### config.mk
export PLATFORM = sky130hd
export DESIGN_NAME = uart_tx_scheduler
export DESIGN_NICKNAME = d
export VERILOG_FILES = /design/src/rtl/uart_pkg.sv /design/src/rtl/tx_rr_arbiter.sv /design/src/rtl/uart_tx_scheduler.sv
export SDC_FILE = /design/constraint.sdc
export NUM_CORES = 1
export LEC_CHECK = 0
export CAP_MARGIN = 40
export CELL_PAD_IN_SITES_DETAIL_PLACEMENT = 1
export CELL_PAD_IN_SITES_GLOBAL_PLACEMENT = 1
export CORE_MARGIN = 4
export CORE_UTILIZATION = 48
export DETAILED_ROUTE_END_ITERATION = 10
export DONT_BUFFER_PORTS = 1
export HOLD_SLACK_MARGIN = 0.12
export PLACE_DENSITY = 0.81
export SLEW_MARGIN = 40
export SYNTH_ARGS = -nofsm -noshare
export SYNTH_HDL_FRONTEND = slang
export SYNTH_SLANG_ARGS = --single-unit
export TNS_END_PERCENT = 10
### constraint.sdc
create_clock -name CLK -period 2.3 [get_ports CLK]
set_input_delay 0.23 -clock CLK [delete_from_list [all_inputs] [get_ports CLK]]
set_output_delay 0.23 -clock CLK [all_outputs]
set_load 0.01 [all_outputs]
### src/rtl/uart_pkg.sv
// Shared encodings for the UART transmit scheduler: FSM states, grant codes, default byte width.
package uart_pkg;

  localparam int unsigned DEF_DATA_WIDTH = 8;

  typedef enum logic [2:0] {
    IDLE    = 3'd0,
    ISSUE   = 3'd1,
    WAIT_HI = 3'd2,
    WAIT_LO = 3'd3
  } state_e;

  localparam logic GNT_ALU = 1'b0;
  localparam logic GNT_RD  = 1'b1;

endpackage

### src/rtl/tx_rr_arbiter.sv
// Two-way round-robin arbiter; req[0] is the ALU channel, req[1] the read channel.
module tx_rr_arbiter
  import uart_pkg::*;
(
  input  logic       CLK,
  input  logic       RST,
  input  logic [1:0] req,
  input  logic       advance,
  output logic       gnt_c
);

  logic last_grant_q;
  logic last_grant_d;

  // History only moves on a genuine tie, so a lone requester never steals the next turn.
  always_comb begin
    gnt_c        = GNT_ALU;
    last_grant_d = last_grant_q;
    if (&req) begin
      gnt_c = ~last_grant_q;
    end else if (req[1]) begin
      gnt_c = GNT_RD;
    end
    if (advance && (&req)) begin
      last_grant_d = gnt_c;
    end
  end

  always_ff @(posedge CLK or negedge RST) begin
    if (!RST) begin
      last_grant_q <= GNT_RD;
    end else begin
      last_grant_q <= last_grant_d;
    end
  end

endmodule

### src/rtl/uart_tx_scheduler.sv
// Shares one UART transmitter between the 16-bit ALU result channel and the 8-bit register read
// channel: latches requests, arbitrates round-robin and paces bytes on the transmitter busy flag.
module uart_tx_scheduler
  import uart_pkg::*;
#(
  parameter int unsigned DATA_WIDTH  = DEF_DATA_WIDTH,
  parameter int unsigned ACK_TIMEOUT = 4
) (
  input  logic                    CLK,
  input  logic                    RST,
  input  logic [2*DATA_WIDTH-1:0] ALU_OUT,
  input  logic                    ALU_VLD,
  input  logic [DATA_WIDTH-1:0]   RD_DATA,
  input  logic                    RD_VLD,
  input  logic                    TX_BUSY,
  input  logic                    CLR_ERR,
  output logic [DATA_WIDTH-1:0]   TX_P_DATA,
  output logic                    TX_D_VLD,
  output logic                    SCHED_BUSY,
  output logic                    OVERFLOW,
  output logic                    ACK_ERR
);

  localparam int unsigned AW    = 2 * DATA_WIDTH;
  localparam int unsigned CNT_W = $clog2(ACK_TIMEOUT + 1);

  state_e                state_q,      state_d;
  logic [AW-1:0]         alu_hold_q,   alu_hold_d;
  logic [DATA_WIDTH-1:0] rd_hold_q,    rd_hold_d;
  logic [1:0]            pend_q,       pend_d;
  logic                  gnt_q,        gnt_d;
  logic                  byte_idx_q,   byte_idx_d;
  logic [CNT_W-1:0]      cnt_q,        cnt_d;
  logic [DATA_WIDTH-1:0] tx_p_data_q,  tx_p_data_d;
  logic                  tx_d_vld_q,   tx_d_vld_d;
  logic                  sched_busy_q, sched_busy_d;
  logic                  overflow_q,   overflow_d;
  logic                  ack_err_q,    ack_err_d;

  logic       arb_gnt_c;
  logic       advance_c;
  logic [1:0] clr_c;
  logic       ovf_set_c;
  logic       ack_set_c;

  tx_rr_arbiter u_arb (
    .CLK     (CLK),
    .RST     (RST),
    .req     (pend_q),
    .advance (advance_c),
    .gnt_c   (arb_gnt_c)
  );

  always_comb begin
    state_d     = state_q;
    alu_hold_d  = alu_hold_q;
    rd_hold_d   = rd_hold_q;
    pend_d      = pend_q;
    gnt_d       = gnt_q;
    byte_idx_d  = byte_idx_q;
    cnt_d       = cnt_q;
    tx_p_data_d = tx_p_data_q;
    tx_d_vld_d  = 1'b0;
    overflow_d  = overflow_q;
    ack_err_d   = ack_err_q;
    advance_c   = 1'b0;
    clr_c       = 2'b00;
    ovf_set_c   = 1'b0;
    ack_set_c   = 1'b0;

    // Strobe and byte are registered on entry to ISSUE so they are visible during ISSUE itself.
    unique case (state_q)
      IDLE: begin
        if ((|pend_q) && !TX_BUSY) begin
          advance_c   = 1'b1;
          gnt_d       = arb_gnt_c;
          byte_idx_d  = 1'b0;
          tx_p_data_d = (arb_gnt_c == GNT_RD) ? rd_hold_q : alu_hold_q[DATA_WIDTH-1:0];
          tx_d_vld_d  = 1'b1;
          state_d     = ISSUE;
        end
      end
      ISSUE: begin
        cnt_d   = '0;
        state_d = WAIT_HI;
      end
      WAIT_HI: begin
        if (TX_BUSY) begin
          state_d = WAIT_LO;
        end else begin
          cnt_d = cnt_q + CNT_W'(1);
          if (cnt_d == CNT_W'(ACK_TIMEOUT)) begin
            ack_set_c = 1'b1;
            clr_c     = (gnt_q == GNT_RD) ? 2'b10 : 2'b01;
            state_d   = IDLE;
          end
        end
      end
      WAIT_LO: begin
        if (!TX_BUSY) begin
          if ((gnt_q == GNT_ALU) && !byte_idx_q) begin
            byte_idx_d  = 1'b1;
            tx_p_data_d = alu_hold_q[AW-1:DATA_WIDTH];
            tx_d_vld_d  = 1'b1;
            state_d     = ISSUE;
          end else begin
            clr_c   = (gnt_q == GNT_RD) ? 2'b10 : 2'b01;
            state_d = IDLE;
          end
        end
      end
      default: state_d = IDLE;
    endcase

    // A new pulse beats a same-cycle clear and only counts as overflow if the old request survives.
    if (ALU_VLD) begin
      alu_hold_d = ALU_OUT;
      pend_d[0]  = 1'b1;
      ovf_set_c  = pend_q[0] && !clr_c[0];
    end else if (clr_c[0]) begin
      pend_d[0] = 1'b0;
    end
    if (RD_VLD) begin
      rd_hold_d = RD_DATA;
      pend_d[1] = 1'b1;
      ovf_set_c = ovf_set_c || (pend_q[1] && !clr_c[1]);
    end else if (clr_c[1]) begin
      pend_d[1] = 1'b0;
    end

    if (ovf_set_c) begin
      overflow_d = 1'b1;
    end else if (CLR_ERR) begin
      overflow_d = 1'b0;
    end
    if (ack_set_c) begin
      ack_err_d = 1'b1;
    end else if (CLR_ERR) begin
      ack_err_d = 1'b0;
    end

    sched_busy_d = (state_d != IDLE) || (|pend_d);
  end

  always_ff @(posedge CLK or negedge RST) begin
    if (!RST) begin
      state_q      <= IDLE;
      alu_hold_q   <= '0;
      rd_hold_q    <= '0;
      pend_q       <= 2'b00;
      gnt_q        <= GNT_ALU;
      byte_idx_q   <= 1'b0;
      cnt_q        <= '0;
      tx_p_data_q  <= '0;
      tx_d_vld_q   <= 1'b0;
      sched_busy_q <= 1'b0;
      overflow_q   <= 1'b0;
      ack_err_q    <= 1'b0;
    end else begin
      state_q      <= state_d;
      alu_hold_q   <= alu_hold_d;
      rd_hold_q    <= rd_hold_d;
      pend_q       <= pend_d;
      gnt_q        <= gnt_d;
      byte_idx_q   <= byte_idx_d;
      cnt_q        <= cnt_d;
      tx_p_data_q  <= tx_p_data_d;
      tx_d_vld_q   <= tx_d_vld_d;
      sched_busy_q <= sched_busy_d;
      overflow_q   <= overflow_d;
      ack_err_q    <= ack_err_d;
    end
  end

  assign TX_P_DATA  = tx_p_data_q;
  assign TX_D_VLD   = tx_d_vld_q;
  assign SCHED_BUSY = sched_busy_q;
  assign OVERFLOW   = overflow_q;
  assign ACK_ERR    = ack_err_q;

endmodule

Word level (Yosys, flattened, before mapping)
Cells that the tools add are included.
W data, S select, Z words.

word-level totals
  flip-flop bits (word level) = 47
  bits of input ports = 30
  word-level logic and storage cells = 89

operators by class
  add/subtract/negate cells = 1
  equal/unequal tests = 8
  muxes and demuxes = 42
  bitwise gates (word level) = 2
  reduce and logical (&&, ||, !) cells = 23

operator list
  cell                   count
  $mux W8                4
  $mux W1                22
  $pmux W8 S2            1
  $mux W3                5
  $pmux W3 S4            1
  $mux W2                5
  $ne A2 B2 Y1 const B   4
  $reduce_bool A2 Y1     4
  $eq A3 B2 Y1 const B   2
  $pmux W3 S2            1
  $reduce_and A2 Y1      3
  $logic_and A1 B1 Y1    5
  $logic_not A1 Y1       4
  $pmux W1 S2            2
  $pmux W2 S2            1
  $reduce_and A4 Y1      1
  $reduce_or A2 Y1       2
  $add A3 B1 Y3 const B  1
  $eq A3 B1 Y1 const B   1
  $eq A3 B3 Y1 const B   1
  $logic_not A3 Y1       1
  $reduce_bool A3 Y1     1
  $logic_or A1 B1 Y1     2
  $not A1 Y1             2

Longest topological paths before layout
Gate-level depths: netlist (run 1).

  depth after elaboration = 11
  gate-level depth with buffers = 6
  mapped depth without buffers = 5

Hierarchy
From an unflattened synthesis (run 1), not the netlist that was laid out.

second synthesis, totals
  cell total of the unflattened synthesis = 178
  area total of the unflattened synthesis = 2092.0 um^2

by module, submodules not included
  module             instances  cells an instance  area each (um^2)  seq. area each (um^2)
  uart_tx_scheduler  1          174                2044.5            1151.1
  tx_rr_arbiter      1          4                  47.5              26.3

Worst setup path before layout (run 1)
OpenSTA, ideal clock, no wires.

  path kind = flip-flop to flip-flop
  start point = register cnt_q[0]
  end point = register sched_busy_q (netlist: SCHED_BUSY)
  arrival = 1.760 ns
  data required time = 2.162 ns
  slack = 0.402 ns
  stages on the path, launching flop included = 6
  buffers on the path = 0
  cell sequence = dfrtp_1 ha_1 xnor2_1 o21ba_2 o31a_1 or4_1

between the ends
  elaborated cells between the ends (all ways) = 15
  classes of those cells = add/sub: 1; eq/ne: 1; mux: 10; reduce/logical: 3

RTL lines
  element                 line                      text
  from (decl)             uart_tx_scheduler.sv:33   logic [CNT_W-1:0] cnt_q, cnt_d;
  from (signal assigned)  uart_tx_scheduler.sv:166  cnt_q <= cnt_d;
  $add A3 B1 Y3           uart_tx_scheduler.sv:91   cnt_d = cnt_q + CNT_W'(1);
  $eq A3 B3 Y1            uart_tx_scheduler.sv:92   if (cnt_d == CNT_W'(ACK_TIMEOUT)) begin
  $mux W3                 uart_tx_scheduler.sv:92
  $mux W3                 uart_tx_scheduler.sv:88   if (TX_BUSY) begin
  $pmux W3 S4             uart_tx_scheduler.sv:72   unique case (state_q)
  net state_d[1]          uart_tx_scheduler.sv:27   state_e state_q, state_d;
  $reduce_bool A3 Y1      uart_tx_scheduler.sv:142  sched_busy_d = (state_d != IDLE) || (|pend_d);
  $logic_or A1 B1 Y1      uart_tx_scheduler.sv:142
  net sched_busy_d        uart_tx_scheduler.sv:36   logic sched_busy_q, sched_busy_d;
  to (signal assigned)    uart_tx_scheduler.sv:169  sched_busy_q <= sched_busy_d;
  to (decl)               uart_tx_scheduler.sv:36

The timed path passes the listed nets, and every way through them passes these cells.
A chain may end at the register's enable or synchronous reset.

Final worst setup path (run 1)
  start point = register state_q[1]
  end point = register tx_p_data_q[2] (netlist: TX_P_DATA[2])

between the ends
  word-level cells in the longest chain between the ends = 3
  elaborated cells between the ends (all ways) = 8
  classes of those cells = eq/ne: 4; mux: 1; reduce/logical: 3

RTL lines
  element                                                       line                      text
  from (decl)                                                   uart_tx_scheduler.sv:27
  from (signal assigned)                                        uart_tx_scheduler.sv:160  state_q <= state_d;
  $eq A3 B2 Y1 or $logic_not A3 Y1 (tied branches)              uart_tx_scheduler.sv:72
  $ne A2 B2 Y1 (no line) or $reduce_bool A2 Y1 (tied branches)  --
  $reduce_and A4 Y1 (no line)                                   --
  to (signal assigned)                                          uart_tx_scheduler.sv:167  tx_p_data_q <= tx_p_data_d;
  to (decl)                                                     uart_tx_scheduler.sv:34   logic [DATA_WIDTH-1:0] tx_p_data_q, tx_p_data_d;

Parallel ways exist; a longest one is shown, timed or not.

==> impl_metrics.json, run 1 <==
{
  "diodes": 0,
  "clock_skew_ns": 0.0144,
  "gp_congestion": 0.952,
  "holdPathStages": 3,
  "final_nets": 260,
  "initial_core_util_pct": 51.2,
  "vias": 1625,
  "grt_max_degree": 48,
  "max_freq_ghz": 0.484,
  "total_power_uw": 2500,
  "grt_remaining_overflow": 0,
  "hold_path_class": "in -> reg",
  "h-tree-depth": 2,
  "cts.sink_count": 47,
  "cellLeakagePower_uw": 0.00117,
  "dieArea_um2": 5550,
  "required_ns": 2.49,
  "hold_end": "byte_idx_q",
  "synth_ff_type": "dfrtp_1",
  "hold_start": "TX_BUSY",
  "syn-mean-instance-area_um2": 11.8,
  "drtIter0Drc": 92,
  "netlist_area_um2": 2120,
  "period_needed_ns": 2.07,
  "synth_top_area_share_pct": 54.3,
  "synthCells": 179,
  "root_buffer": "clkbuf_8",
  "synth_area_leaders": "dfrtp_1 54%, mux2_2 18%, nand2_1 3.9%",
  "r2r-end": "TX_P_DATA[2]",
  "synth-edff-count": 0,
  "cts_setup_buffers": 0,
  "die_h_um": 74.5,
  "yosysSeqAreaShare_pct": 55.5,
  "ys_types": 39,
  "critPathCaptureType": "flop",
  "worstPathArrival_ns": 2.26,
  "dp_hpwl_mm": 3.27,
  "drv_slew": 0,
  "r2r_setup_slack_ns": 0.23,
  "routed_wl_mm": 6.36,
  "placedCellCount": 225,
  "place_area_um2": 2170,
  "antenna_found_initial": 0,
  "worst_slew_pin_slew_ns": 0.697,
  "coreArea_um2": 4140,
  "ioPinCount": 42,
  "period_share_pct": 89.9,
  "cts_buffer_depth": 2,
  "maxCapViolations": 0,
  "die-width_um": 74.5,
  "drive_above_1_share_pct": 24.5,
  "async_flop_share_pct": 100,
  "timing.rr.start": "state_q[1]",
  "yosys.area.top_type": "dfrtp_1",
  "synthToLayoutAreaGrowth_pct": 30.7,
  "grt_pass1_wl_mm": 10.1,
  "cp-start-kind": "flop",
  "status": "complete, no violations",
  "timing_hold_violations_final": 0,
  "cp_max_fo": 9,
  "ant_nets": 0,
  "ys_ff_latch": 47,
  "final-setup-viol-count": 0,
  "synth_common_cells": "46 x dfrtp_1, 33 x mux2_2, 22 x nand2_1, 16 x nor2_1, 8 x a31oi_1",
  "setup_tns_ns": 0,
  "post-route-drc-count": 0,
  "clkSlewWorstSetupHoldPaths_ns": 0.10,
  "powerDensity_nw_per_um2": 902,
  "via_per_inst": 5.82,
  "synth.net_count": 211,
  "clock_latency_ns": 0.32,
  "wire_per_inst_um": 22.8,
  "critPathKind": "reg -> reg",
  "portBuffers": 0,
  "slew_headroom_pct": 53.4,
  "rows": 23,
  "grt_usage_pct": 25.6,
  "yosysMostFrequentCell": "dfrtp_1",
  "yosysWarnings": 0,
  "cts_made_buffers": 5,
  "design_area_um2": 2770,
  "grt_pass1_vias": 1890,
  "fin_cells": 279,
  "rsz0062_at_grt": "false",
  "fill_cells": 406,
  "firstDrtPassIters": 4,
  "rr_worst_depth": 5,
  "cts_tree": "yes",
  "ir_drop_mv": 0.481
}
==> logic make-up after synthesis <==
family / count (synthesis) / synth area share [%]
adder cells (fa/ha/maj): 2 / 1.18
multiplexers: 33 / 17.5
flip-flops: 47 / 55.5
AND/OR/NAND/NOR: 49 / 11.5
other: 1 / 0.177
XOR/XNOR: 2 / 0.826
AO/OA/AOI/OAI: 33 / 10.6
buffers and inverters: 12 / 2.71
==> worst max-delay path by stage <==
stage,depth (start not counted),startpoint,to
global placement,5,cnt_q[0],SCHED_BUSY
CTS,5,state_q[1],TX_P_DATA[2]
finish,5,state_q[1],TX_P_DATA[2]
global route,5,state_q[1],TX_P_DATA[2]
detailed placement,5,state_q[2],TX_P_DATA[2]
floorplan,5,cnt_q[0],SCHED_BUSY
==> sequential cells by signal (all words and copies together), names as in the netlist, 2 cells and up <==
register	flops
rd_hold_q	8
pend_q	2
alu_hold_q	16
state_q	3
cnt_q	3
TX_P_DATA	8
==> critical path, cell delays in order (launching register included) <==
cell,delay [ns]
dfrtp_1,0.52
nor4b_2,0.33
nand2_1,0.11
o21bai_1,0.37
buf_4,0.27
mux2_2,0.35
==> power breakdown <==
group	internal, µW	total (µW)	switching (µW)
clock network	324	632	308
logic	341	674	332
registers	999	1190	196
total	1660	2500	835
==> metal layers <==
layer / wire (µm) / global-route usage [%] / vias up
met5: 0 / 0 / -
met4: 244 / 12.1 / 0
met3: 347 / 6.62 / 19
met1: 2250 / 25.7 / 820
li1: - / - / 731
met2: 3520 / 48.7 / 55
==> final cells by class <==
class,count,area [µm²],share of cell area (%)
Timing Repair Buffer,51,515,18.6
Multi-Input combinational cell,120,892,32.2
Tap cell,50,62.6,2.26
Clock inverter,3,43.8,1.58
Sequential cell,47,1180,42.5
Clock buffer,5,68.8,2.48
Inverter,3,11.3,0.406
==> repair_timing <==
item	4_1_cts	5_1_grt
gates resized for setup	0	1
endpoints found under the setup margin	0	2
endpoints found under the hold margin	77	0
hold buffers	46	0
==> metrics by stage <==
step	util, %	setup WS, ns	hold slack (ns)
after floorplan	-	0.402	-0.0656
after global placement	52.5	0.365	-0.0643
after detailed placement	52.5	0.284	-0.0645
after CTS	66.7	0.237	0.175
after global routing	66.9	0.139	0.152
final	66.9	0.232	0.168
==> cell usage in the layout (no fill, tap or decap), drive strengths merged, types with 3 or more instances in the layout <==
cell type     n
nand2        22
dlygate4sd3  45
a21o          3
nor2         16
clkbuf        5
inv           3
dfrtp        46
a21oi         4
a31oi         8
mux2         33
buf           6
o21ai         6
(Power assumes the default switching activity.)
==> run 2: changes to the inputs <==
HOLD_SLACK_MARGIN = 0.1   (was 0.12)
SKIP_CTS_REPAIR_TIMING = 1   (was not set)
==> run 2 against run 1 <==
  * The flow now finishes with violations (setup timing)
  * Sequential share of layout area is 0.41 points higher
  * Largest cell class unchanged
  * Count of clock-buffer cells in the layout stayed put
  * Via count stayed put
  * First-iteration DRC count is 11% lower
  * Clock skew is 0.0015 ns lower
  * Final cell count is 0.72% lower
  * Sequential cell count stayed put
==> impl_metrics.json, run 2 (same netlist as run 1, synthesis figures left out) <==
{
  "status": "finished with violations",
  "violations": "setup timing",
  "grt_pass1_vias": 1531,
  "final_nets": 258,
  "synthToLayoutAreaGrowth_pct": 29.4,
  "timing.hold.ws_ns": 0.110,
  "critPathKind": "reg -> reg",
  "crit_start": "state_q[1]",
  "final_common_cell": "dfrtp_1",
  "gp_congestion": 0.952,
  "routed_wl_mm": 6.51,
  "layout_common_cells": "46 x dfrtp_1, 43 x dlygate4sd3_1, 33 x mux2_2",
  "wire_per_inst_um": 23.5,
  "period_share_pct": 101,
  "dp_hpwl_mm": 3.27,
  "initial_core_util_pct": 51.2,
  "diodes": 0,
  "grt_max_degree": 48,
  "cts_tree": "yes",
  "h-tree-depth": 2,
  "r2r_setup_slack_ns": -0.03,
  "combPwrFrac_pct": 27.1,
  "firstDrtPassIters": 4,
  "max_freq_ghz": 0.430,
  "design_area_um2": 2750,
  "drtIter0Drc": 82,
  "cp_slowest_cell": "nor4b_1",
  "worstPathArrival_ns": 2.52,
  "cts_made_buffers": 5,
  "regMostFlops": "alu_hold_q",
  "hold_path_class": "in -> reg",
  "largest_reg_flops": 16,
  "max_stage_delay_ns": 0.56,
  "required_ns": 2.49,
  "cp-start-kind": "flop",
  "die_h_um": 74.5,
  "powerDensity_nw_per_um2": 908,
  "crit_buf_inv": 1,
  "final-setup-viol-count": 3,
  "switching_share_pct": 33.3,
  "critPathCaptureType": "flop",
  "timing_hold_violations_final": 0,
  "root_buffer": "clkbuf_8",
  "cellLeakagePower_uw": 0.00116,
  "internal_power_uw": 1660,
  "coreArea_um2": 4140,
  "antenna_found_initial": 0,
  "pwr-share-seq_pct": 48.0,
  "grt_usage_pct": 18.5,
  "cts_buffer_depth": 2,
  "portBuffers": 0,
  "slew_headroom_pct": 52.4,
  "maxCapViolations": 0,
  "place_area_um2": 2170,
  "period_needed_ns": 2.33,
  "hold_start": "CLR_ERR",
  "path_cells": "nor4b_1 > nand2_1 > o21bai_1 > buf_4 > mux2_2",
  "ioPinCount": 42,
  "via_per_inst": 5.87,
  "rows": 23,
  "drive_above_1_share_pct": 24.2,
  "vias": 1625,
  "clock_latency_ns": 0.31,
  "layout_setup_ws_ns": -0.0271,
  "cts.sink_count": 47,
  "ant_nets": 0,
  "timing.rr.start": "state_q[1]",
  "worst_slew_pin_slew_ns": 0.712,
  "post-route-drc-count": 0,
  "cp_max_fo": 9,
  "dieArea_um2": 5550,
  "p_clk_share_pct": 24.9,
  "clkSlewWorstSetupHoldPaths_ns": 0.08,
  "drv_slew": 0,
  "crit_family": "simple AND/OR/NAND/NOR gates",
  "grt_pass1_wl_mm": 7.53,
  "power.switching_uw": 831,
  "clock_skew_ns": 0.0129,
  "die-width_um": 74.5,
  "grt_remaining_overflow": 0,
  "ir_drop_mv": 0.540
}
[run 2: per-layer routing]
| layer | track usage (%) | wire [µm] | part of all wire [%] |
|---|---|---|---|
| met4 | 6.72 | 179 | 2.8 |
| met1 | 21.6 | 2480 | 38 |
| met2 | 31.2 | 3510 | 54 |
| met3 | 6.62 | 335 | 5.1 |
| met5 | 0 | 0 | 0 |
[run 2: path summary, 6_finish.rpt]
| kind | to | cells past startpoint |
|---|---|---|
| worst max-delay path | TX_P_DATA[2] | 5 |
| worst min-delay path | ACK_ERR | 2 |
| worst max register to register | TX_P_DATA[2] | 5 |
| worst min register to register | u_arb.last_grant_q | 1 |
| max in group asynchronous | u_arb.last_grant_q | 2 |
| min in group asynchronous | TX_P_DATA[1] | 2 |
[run 2: metrics by stage]
| step | power (µW) | instances | setup TNS, ns | utilization, % | setup slack (ns) |
|---|---|---|---|---|---|
| 2_1_floorplan | 1570 | 179 | 0 | - | 0.402 |
| 3_3_place_gp | 1670 | 225 | 0 | 52.5 | 0.365 |
| 3_5_place_dp | 1720 | 225 | 0 | 52.5 | 0.284 |
| 4_1_cts | 2330 | 233 | 0 | 55.2 | 0.237 |
| 5_1_grt | 2630 | 277 | -1.02 | 66.2 | -0.169 |
| 6_report | 2490 | 277 | -0.0425 | 66.2 | -0.0271 |
[run 2: layout make-up]
class | count | area [µm²]
clock buffer | 5 | 68.8
inverter | 3 | 11.3
clock inverter | 3 | 43.8
timing repair buffer | 49 | 495
multi-input combinational | 120 | 886
fill | 415 | 1400
sequential | 47 | 1180
tap | 50 | 62.6
[run 2: power by group through the flow]
stage | combinational [µW] | clock [µW] | sequential (µW)
after floorplan | 429 | 0 | 1140
after global placement | 490 | 0 | 1180
after detailed placement | 525 | 0 | 1200
after CTS | 531 | 621 | 1180
after global routing | 740 | 670 | 1220
final | 675 | 621 | 1200
[run 2: worst reg2reg max path, cell delays in order (launching register included)]
cell and delay (ns):
dfrtp_1 0.55, nor4b_1 0.56, nand2_1 0.11, o21bai_1 0.39
buf_4 0.25, mux2_2 0.36
==> run 3: changes to the inputs <==
SLEW_MARGIN = 5   (was 40)
==> results of run 3 <==
Same layout as run 2: the final DEF is identical, and so are final timing and power.
